==> src/rtl/announce_sequencer.sv <==
// Drives the audio clip player through one colour report: "red", <red count>,
// "green", <green count>, with a silence gap after every clip.
module announce_sequencer #(
  parameter int GAP_CYCLES     = 800000,
  parameter int TIMEOUT_CYCLES = 2000000
) (
  input  logic       CLOCK_50,
  input  logic       reset,
  input  logic       start,
  input  logic [3:0] redCountIn,
  input  logic [3:0] greenCountIn,
  input  logic       sampleDone,
  output logic [3:0] redCount,
  output logic [3:0] greenCount,
  output logic       redAudioRequest,
  output logic       redCountAudioRequest,
  output logic       greenAudioRequest,
  output logic       greenCountAudioRequest,
  output logic       sampleDoneAck,
  output logic       busy,
  output logic       done,
  output logic       timeoutErr
);

  localparam int GW = $clog2(GAP_CYCLES + 1);
  localparam int TW = $clog2(TIMEOUT_CYCLES);
  localparam logic [GW-1:0] GAP_LAST = GW'(GAP_CYCLES - 1);
  localparam logic [TW-1:0] TO_LAST  = TW'(TIMEOUT_CYCLES - 1);

  typedef enum logic [1:0] {S_IDLE, S_REQ, S_WAIT, S_GAP} state_t;

  state_t          r_state;
  logic [1:0]      r_clip;
  logic [GW-1:0]   r_gap;
  logic [TW-1:0]   r_timer;
  logic [3:0]      r_req;
  logic            r_ack;
  logic            r_busy;
  logic            r_done;
  logic            r_timeout_err;
  logic [3:0]      r_red;
  logic [3:0]      r_green;
  logic            r_pending;
  logic [3:0]      r_pend_red;
  logic [3:0]      r_pend_green;

  logic            w_pend_any;
  logic [3:0]      w_pend_red;
  logic [3:0]      w_pend_green;
  logic [3:0]      w_sat_red;
  logic [3:0]      w_sat_green;

  // The player only has number clips 0..5.
  function automatic logic [3:0] sat5(input logic [3:0] c);
    return (c > 4'd5) ? 4'd5 : c;
  endfunction

  assign w_sat_red    = sat5(redCountIn);
  assign w_sat_green  = sat5(greenCountIn);
  // A start landing on the final gap cycle still counts as queued.
  assign w_pend_any   = r_pending | start;
  assign w_pend_red   = start ? w_sat_red   : r_pend_red;
  assign w_pend_green = start ? w_sat_green : r_pend_green;

  always_ff @(posedge CLOCK_50) begin
    if (reset) begin
      r_state       <= S_IDLE;
      r_clip        <= 2'd0;
      r_gap         <= '0;
      r_timer       <= '0;
      r_req         <= 4'd0;
      r_ack         <= 1'b0;
      r_busy        <= 1'b0;
      r_done        <= 1'b0;
      r_timeout_err <= 1'b0;
      r_red         <= 4'd0;
      r_green       <= 4'd0;
      r_pending     <= 1'b0;
      r_pend_red    <= 4'd0;
      r_pend_green  <= 4'd0;
    end else begin
      r_req  <= 4'd0;
      r_ack  <= 1'b0;
      r_done <= 1'b0;

      if (start && r_state != S_IDLE) begin
        r_pending    <= 1'b1;
        r_pend_red   <= w_sat_red;
        r_pend_green <= w_sat_green;
      end

      case (r_state)
        S_IDLE: begin
          if (start) begin
            r_red         <= w_sat_red;
            r_green       <= w_sat_green;
            r_busy        <= 1'b1;
            r_clip        <= 2'd0;
            r_timeout_err <= 1'b0;
            r_state       <= S_REQ;
          end
        end
        S_REQ: begin
          // A still-high sampleDone belongs to the previous clip.
          if (!sampleDone) begin
            r_req[r_clip] <= 1'b1;
            r_timer       <= '0;
            r_state       <= S_WAIT;
          end
        end
        S_WAIT: begin
          if (sampleDone) begin
            r_ack   <= 1'b1;
            r_gap   <= '0;
            r_state <= S_GAP;
          end else if (r_timer == TO_LAST) begin
            r_timeout_err <= 1'b1;
            r_gap         <= '0;
            r_state       <= S_GAP;
          end else begin
            r_timer <= r_timer + 1'b1;
          end
        end
        S_GAP: begin
          if (r_gap == GAP_LAST) begin
            if (r_clip != 2'd3) begin
              r_clip  <= r_clip + 2'd1;
              r_state <= S_REQ;
            end else begin
              r_done <= 1'b1;
              if (w_pend_any) begin
                r_red     <= w_pend_red;
                r_green   <= w_pend_green;
                r_pending <= 1'b0;
                r_clip    <= 2'd0;
                r_state   <= S_REQ;
              end else begin
                r_busy  <= 1'b0;
                r_state <= S_IDLE;
              end
            end
          end else begin
            r_gap <= r_gap + 1'b1;
          end
        end
        default: r_state <= S_IDLE;
      endcase
    end
  end

  assign redCount               = r_red;
  assign greenCount             = r_green;
  assign redAudioRequest        = r_req[0];
  assign redCountAudioRequest   = r_req[1];
  assign greenAudioRequest      = r_req[2];
  assign greenCountAudioRequest = r_req[3];
  assign sampleDoneAck          = r_ack;
  assign busy                   = r_busy;
  assign done                   = r_done;
  assign timeoutErr             = r_timeout_err;

endmodule

==> config.mk <==
export PLATFORM = sky130hd
export DESIGN_NAME = announce_sequencer
export DESIGN_NICKNAME = d
export VERILOG_FILES = /design/src/rtl/announce_sequencer.sv
export SDC_FILE = /design/constraint.sdc
export NUM_CORES = 1
export LEC_CHECK = 0
export CORE_MARGIN = 3
export CORE_UTILIZATION = 55
export CTS_CLUSTER_DIAMETER = 150
export CTS_CLUSTER_SIZE = 20
export DETAILED_ROUTE_END_ITERATION = 8
export GPL_TIMING_DRIVEN = 0
export MAX_ROUTING_LAYER = met4
export PLACE_DENSITY = 0.82
export SYNTH_ARGS = -nofsm -noshare
export SYNTH_HDL_FRONTEND = slang
export SYNTH_SLANG_ARGS = --single-unit
==> constraint.sdc <==
create_clock -name CLOCK_50 -period 2.3 [get_ports CLOCK_50]
set_input_delay 0.69 -clock CLOCK_50 [delete_from_list [all_inputs] [get_ports CLOCK_50]]
set_output_delay 0.69 -clock CLOCK_50 [all_outputs]
set_load 0.01 [all_outputs]
Yosys cells after proc, flatten, opt, wreduce, memory -nomap -nowiden:

Cells that the tools add are included.

* bits in registers: 70
* bits of input ports: 12
* output and inout port bits: 16
* word-level logic and storage cells: 115

* $add $sub $neg: 3
* magnitude comparators: 4
* equality and inequality tests: 18
* mux-type cells: 53
* bitwise logic cells: 5
* reduce and logical (&&, ||, !) cells: 18

Operators with widths (number)
* 21-bit 2-to-1 mux: 3
* 20-bit 2-to-1 mux: 3
* 4-bit 2-to-1 mux: 12
* 21-bit one-hot mux with 2 select lines: 1
* 20-bit one-hot mux with 2 select lines: 1
* 2-bit inequality test, second input constant: 11
* 21-bit by 1-bit adder with 21-bit output, second input constant: 1
* 21-bit equality test, second input constant: 1
* 20-bit by 1-bit adder with 20-bit output, second input constant: 1
* 20-bit equality test, second input constant: 1
* 2-bit 2-to-1 mux: 9
* 1-bit 2-to-1 mux: 17
* 4-bit one-hot mux with 2 select lines: 2
* 4-bit AND reduction: 4
* 5-bit AND reduction: 2
* 2-bit nonzero test: 5
* 4-bit by 3-bit greater-than comparator with 1-bit output, second input constant: 2
* 2-bit one-hot mux with 4 select lines: 1
* 3-bit inequality test, second input constant: 2
* 3-bit OR reduction: 2
* 2-bit equality test, second input constant: 2
* 1-bit inverter: 4
* 1-bit one-hot mux with 2 select lines: 2
* 2-bit one-hot mux with 2 select lines: 1
* 10 further kinds: 11

Logic depth before layout (Yosys ltp):

* word-level depth: 7
* depth in mapped cells: 8
* depth with buffers taken out: 7

Worst setup path after synthesis:

No wires, ideal clock.

* path kind: input port to flip-flop
* from: input port sampleDone
* to: register r_timer[10]
* setup time: 0.072 ns
* arrival time: 1.960 ns
* required time: 2.228 ns
* setup slack: 0.268 ns
* stages: 5
* path buffers: 2
* cell sequence: clkbuf_1 or2_2 clkbuf_1 or4_1 a21oi_1

* word-level cells in the longest chain between the ends: 2
* elaborated cells between the ends (all ways): 3
* classes of those cells: eq/ne (2); reduce/logical (1)

RTL lines
* start, declared: line 12 `input logic sampleDone,`
* 2-bit inequality test (no source line)
* 4-bit AND reduction (no source line) *
* end signal, assigned: line 121 `r_timer <= r_timer + 1'b1;`
* end, declared: line 35 `logic [TW-1:0] r_timer;`

Mark *: on every way between the ends. The rest lies on a longest branch, timed or not.
A chain may end at the register's enable or synchronous reset.

Worst setup path in the final report:

* from: register r_gap[14]
* to: register r_gap[16]

* word-level cells in the longest chain between the ends: 3
* elaborated cells between the ends (all ways): 6
* classes of those cells: add/sub (1); eq/ne (2); mux (2); reduce/logical (1)

RTL lines
* start, declared: line 34 `logic [GW-1:0] r_gap;`
* start signal, assigned: line 143 `r_gap <= r_gap + 1'b1;`
* 20-bit by 1-bit adder with 20-bit output / 20-bit equality test (equally long branches): line 143, 125
* 20-bit 2-to-1 mux / 2-bit inequality test (equally long branches)
* 20-bit one-hot mux with 2 select lines / 3-bit AND reduction (equally long branches)

Several ways; a longest one is shown, not always the timed one. The select of a mux whose other input is x is not followed.

==> results.py <==
metrics = {
    "routing": {
        "drt-pass1-iter-count": 7,
        "drc": 0,
        "first_iter_violations": 332,
        "vias": 3920,
        "wl_per_cell_um": 17.9,
        "totalWireLength_um": 10400,
        "vias_per_cell": 6.72,
        "postRouteAntennaNets": 0,
    },
    "power": {
        "pwr-share-clk": 0.333,
        "power.leakage_uw": 0.00144,
        "swShare": 0.340,
        "switchingPower_uw": 1240,
        "ir_worst_vdd_mv": 0.542,
        "power_frac_seq": 0.375,
        "power.density_nw_per_um2": 827,
        "p_int_uw": 2420,
        "pwr-share-comb": 0.292,
        "finalPower_uw": 3660,
    },
    "yosys": {
        "synth_fa_ha_area_frac": 0.0334,
        "yosysTopAreaCell": "dfxtp_1",
        "syn_area_um2": 3740,
        "syn_avg_cell_area_um2": 8.10,
        "netlist_instances": 462,
        "yosysTopAreaCellShare": 0.374,
        "synth_ff_type": "dfxtp_1",
        "synth-simple-area-share": 0.297,
        "synth_compound_area_frac": 0.234,
        "synth_top_family_by_area": "simple AND/OR/NAND/NOR gates",
        "synth_edf_count": 0,
        "async_reset_ff_frac": 0,
        "synthMuxAreaShare": 0.00836,
        "ys_warn_count": 0,
        "synth_nets": 484,
        "ys_ff_latch": 70,
        "synth_area_leaders": "dfxtp_1 (37%), a21oi_1 (4.9%), nand3_1 (4.5%), nand2_1 (3.4%), ha_1 (3.3%)",
        "seq_area_frac_synth": 0.374,
        "synth_cell_types": 59,
        "synth_xor_xnor_area_share": 0.00468,
    },
    "timing": {
        "skew_ns": 0.00846,
        "fin_crit_ns": 2.24,
        "slew_violations": 0,
        "fin_ws_ns": 0.0596,
        "worstMarginPinSlew_ns": 0.695,
        "slew_headroom": 0.533,
        "fin_crit_sh": 0.974,
        "hold_viol_final": 0,
        "setup_violations": 0,
        "rsz0062_at_grt": "true",
        "achievable-frequency_mhz": 446,
    },
    "cells_and_area": {
        "drive_gt1_frac": 0.103,
        "nets": 523,
        "area_growth_pct": 18.3,
        "fillers": 532,
        "num_antenna_cells": 0,
    },
    "floorplan": {
        "die_width_um": 88.5,
        "die-area_um2": 7830,
        "std_cell_rows": 29,
        "die_h_um": 88.5,
        "start_util": 0.580,
        "core_um2": 6460,
        "pin_count": 28,
    },
    "global_route": {
        "grt_pass1_vias": 3695,
        "track_usage": 0.283,
        "grt_pass1_wl_um": 16900,
        "globalRouteOverflowTotal": 0,
        "grt_max_degree": 13,
        "antenna_found_initial": 0,
    },
    "outcome": {
        "status": "finished clean",
    },
    "critical_path": {
        "crit_slowest_cell": "or4b_1",
        "critPathKind": "reg2reg",
        "end_kind": "flip-flop",
        "path_max_fanout": 10,
        "crit_arrival_ns": 2.49,
        "start_kind": "flip-flop",
        "r2r_cells": 5,
        "crit_path_cell_trace": "or4b_1, or3_4, o21ai_4, nor2_4, a311oi_1",
        "crit_path_max_incr_delay_ns": 0.63,
        "path_buf_inv": 0,
        "cp_num_cells": 5,
        "crit_family": "simple AND/OR/NAND/NOR gates",
        "cp.required_ns": 2.55,
    },
    "clock_tree": {
        "cts_sinks": 70,
        "cts.clk_slew.worst_paths_ns": 0.08,
        "h-tree-depth": 3,
        "cts_root_buf": "clkbuf_8",
        "clk_path_buf_depth": 2,
        "cts_hold_buf": 0,
        "clk_latency_ns": 0.35,
        "cts_inserted_buffers": 9,
        "cts_tree": "done",
    },
    "place": {
        "io_buffers": 25,
        "place_ws_ns": -0.272,
        "hpwlAfterDp_um": 7150,
        "place_congestion": 0.953,
    },
    "flow_run": {
        "drv_cap": 0,
    },
    "hold_path": {
        "min_path_cells": 2,
        "holdCritPathClass": "reg2reg",
    },
}
## stage by stage
stage | TNS (ns) | hold WS [ns] | util | area [µm²] | instances
3_3_place_gp | -1.89 | 0.444 | 0.633 | 4090 | 564
3_5_place_dp | -2.74 | 0.449 | 0.633 | 4090 | 564
5_1_grt | -0.0519 | 0.486 | 0.686 | 4430 | 583
2_1_floorplan | 0 | 0.436 | - | 3740 | 462
4_1_cts | 0 | 0.467 | 0.675 | 4360 | 582
6_report | 0 | 0.466 | 0.686 | 4430 | 583
## cell families (layout without fill, tap and decap cells)
kind of cell | count (synthesis) | in the layout
compound gates | 131 | 131
xor+xnor | 2 | 2
fa+ha+maj | 10 | 10
buf+inv | 45 | 89
flops | 70 | 70
mux | 3 | 3
simple gates | 201 | 201
## power groups by stage
stage	Combinational, µW	Clock [µW]	Sequential, µW
2_1_floorplan	666	0	1400
3_3_place_gp	995	0	1390
3_5_place_dp	1020	0	1390
4_1_cts	1030	1230	1370
5_1_grt	1170	1280	1380
6_report	1070	1220	1370
## per-layer routing
metal | GRT usage | vias up | share of wire
met4 | 0.125 | 0 | 0.026
met1 | 0.351 | 1847 | 0.43
met3 | 0.0698 | 33 | 0.078
met2 | 0.438 | 198 | 0.47
li1 | - | 1842 | -
met5 | - | - | 0
## cell usage after synthesis (3+ instances only)
master / count
dfxtp_1: 70
o31ai_1: 9
clkbuf_1: 19
buf_2: 8
nor3_1: 19
inv_1: 17
nand2b_1: 5
o21ai_0: 17
a311oi_1: 7
a211oi_1: 13
nand2_1: 34
nor3b_1: 4
and3_1: 12
and4_1: 4
a31oi_1: 14
ha_1: 10
or3_1: 4
a41oi_1: 5
o221ai_1: 4
or4_1: 10
nand4b_1: 4
a21oi_1: 37
and2_1: 9
nor2_1: 31
nand4_1: 15
nor4_1: 4
nand3_1: 34
o31a_1: 3
## repair_timing
item,4_1_cts,5_1_grt
hold endpoints to repair,0,0
pin swaps,1,3
endpoints found under the setup margin,13,48
setup buffers,2,2
gates resized for setup,1,24
## worst register-to-register path, cell delays in order, from the launching register on
cell and delay (ns):
dfxtp_1 0.35, or4b_1 0.63, or3_4 0.40, o21ai_4 0.33, nor2_4 0.11, a311oi_1 0.31
## placed cells by master, fill, tap and decap left out, types with 5 or more instances in the layout
master,netlist,routed
o31ai_1,9,9
ha_1,10,9
dfxtp_1,70,68
nor3_1,19,15
nand2b_1,5,5
a21oi_1,37,37
a311oi_1,7,7
buf_4,0,6
inv_1,17,17
and2_1,9,9
o21ai_0,17,17
nand3_1,34,34
and3_1,12,12
a31oi_1,14,14
or4_1,10,10
nand4_1,15,15
nor2_1,31,30
a211oi_1,13,13
clkbuf_1,19,15
clkbuf_8,0,10
clkdlybuf4s50_1,0,25
nand2_1,34,34
## final timing paths
check	endpoint	slack (ns)	startpoint
max	r_gap[16]	0.06	r_gap[14]
min	greenCount[2]	0.47	greenCount[2]
max reg2reg	r_gap[16]	0.06	r_gap[14]
min reg2reg	greenCount[2]	0.47	greenCount[2]
## flip-flops by register name, indices dropped and copies added (netlist names)
name           cells
r_timer           21
r_pend_red         4
timeoutErr         1
busy               1
r_req              4
r_pending          1
r_gap             20
sampleDoneAck      1
greenCount         4
r_clip             2
redCount           4
r_pend_green       4
r_state            2
done               1
## layout make-up
cell class              instances  area [µm²]  area share
clock buffers                  10         138      0.0311
plain buffers                  27         126      0.0285
inverters                      17        63.8      0.0144
repair buffers                 29         280      0.0633
well taps                      77        96.3      0.0218
clock inverters                 6         109      0.0246
multi-input cells             347        2210       0.499
flip-flops and latches         70        1400       0.317
(Power assumes the default switching activity.)
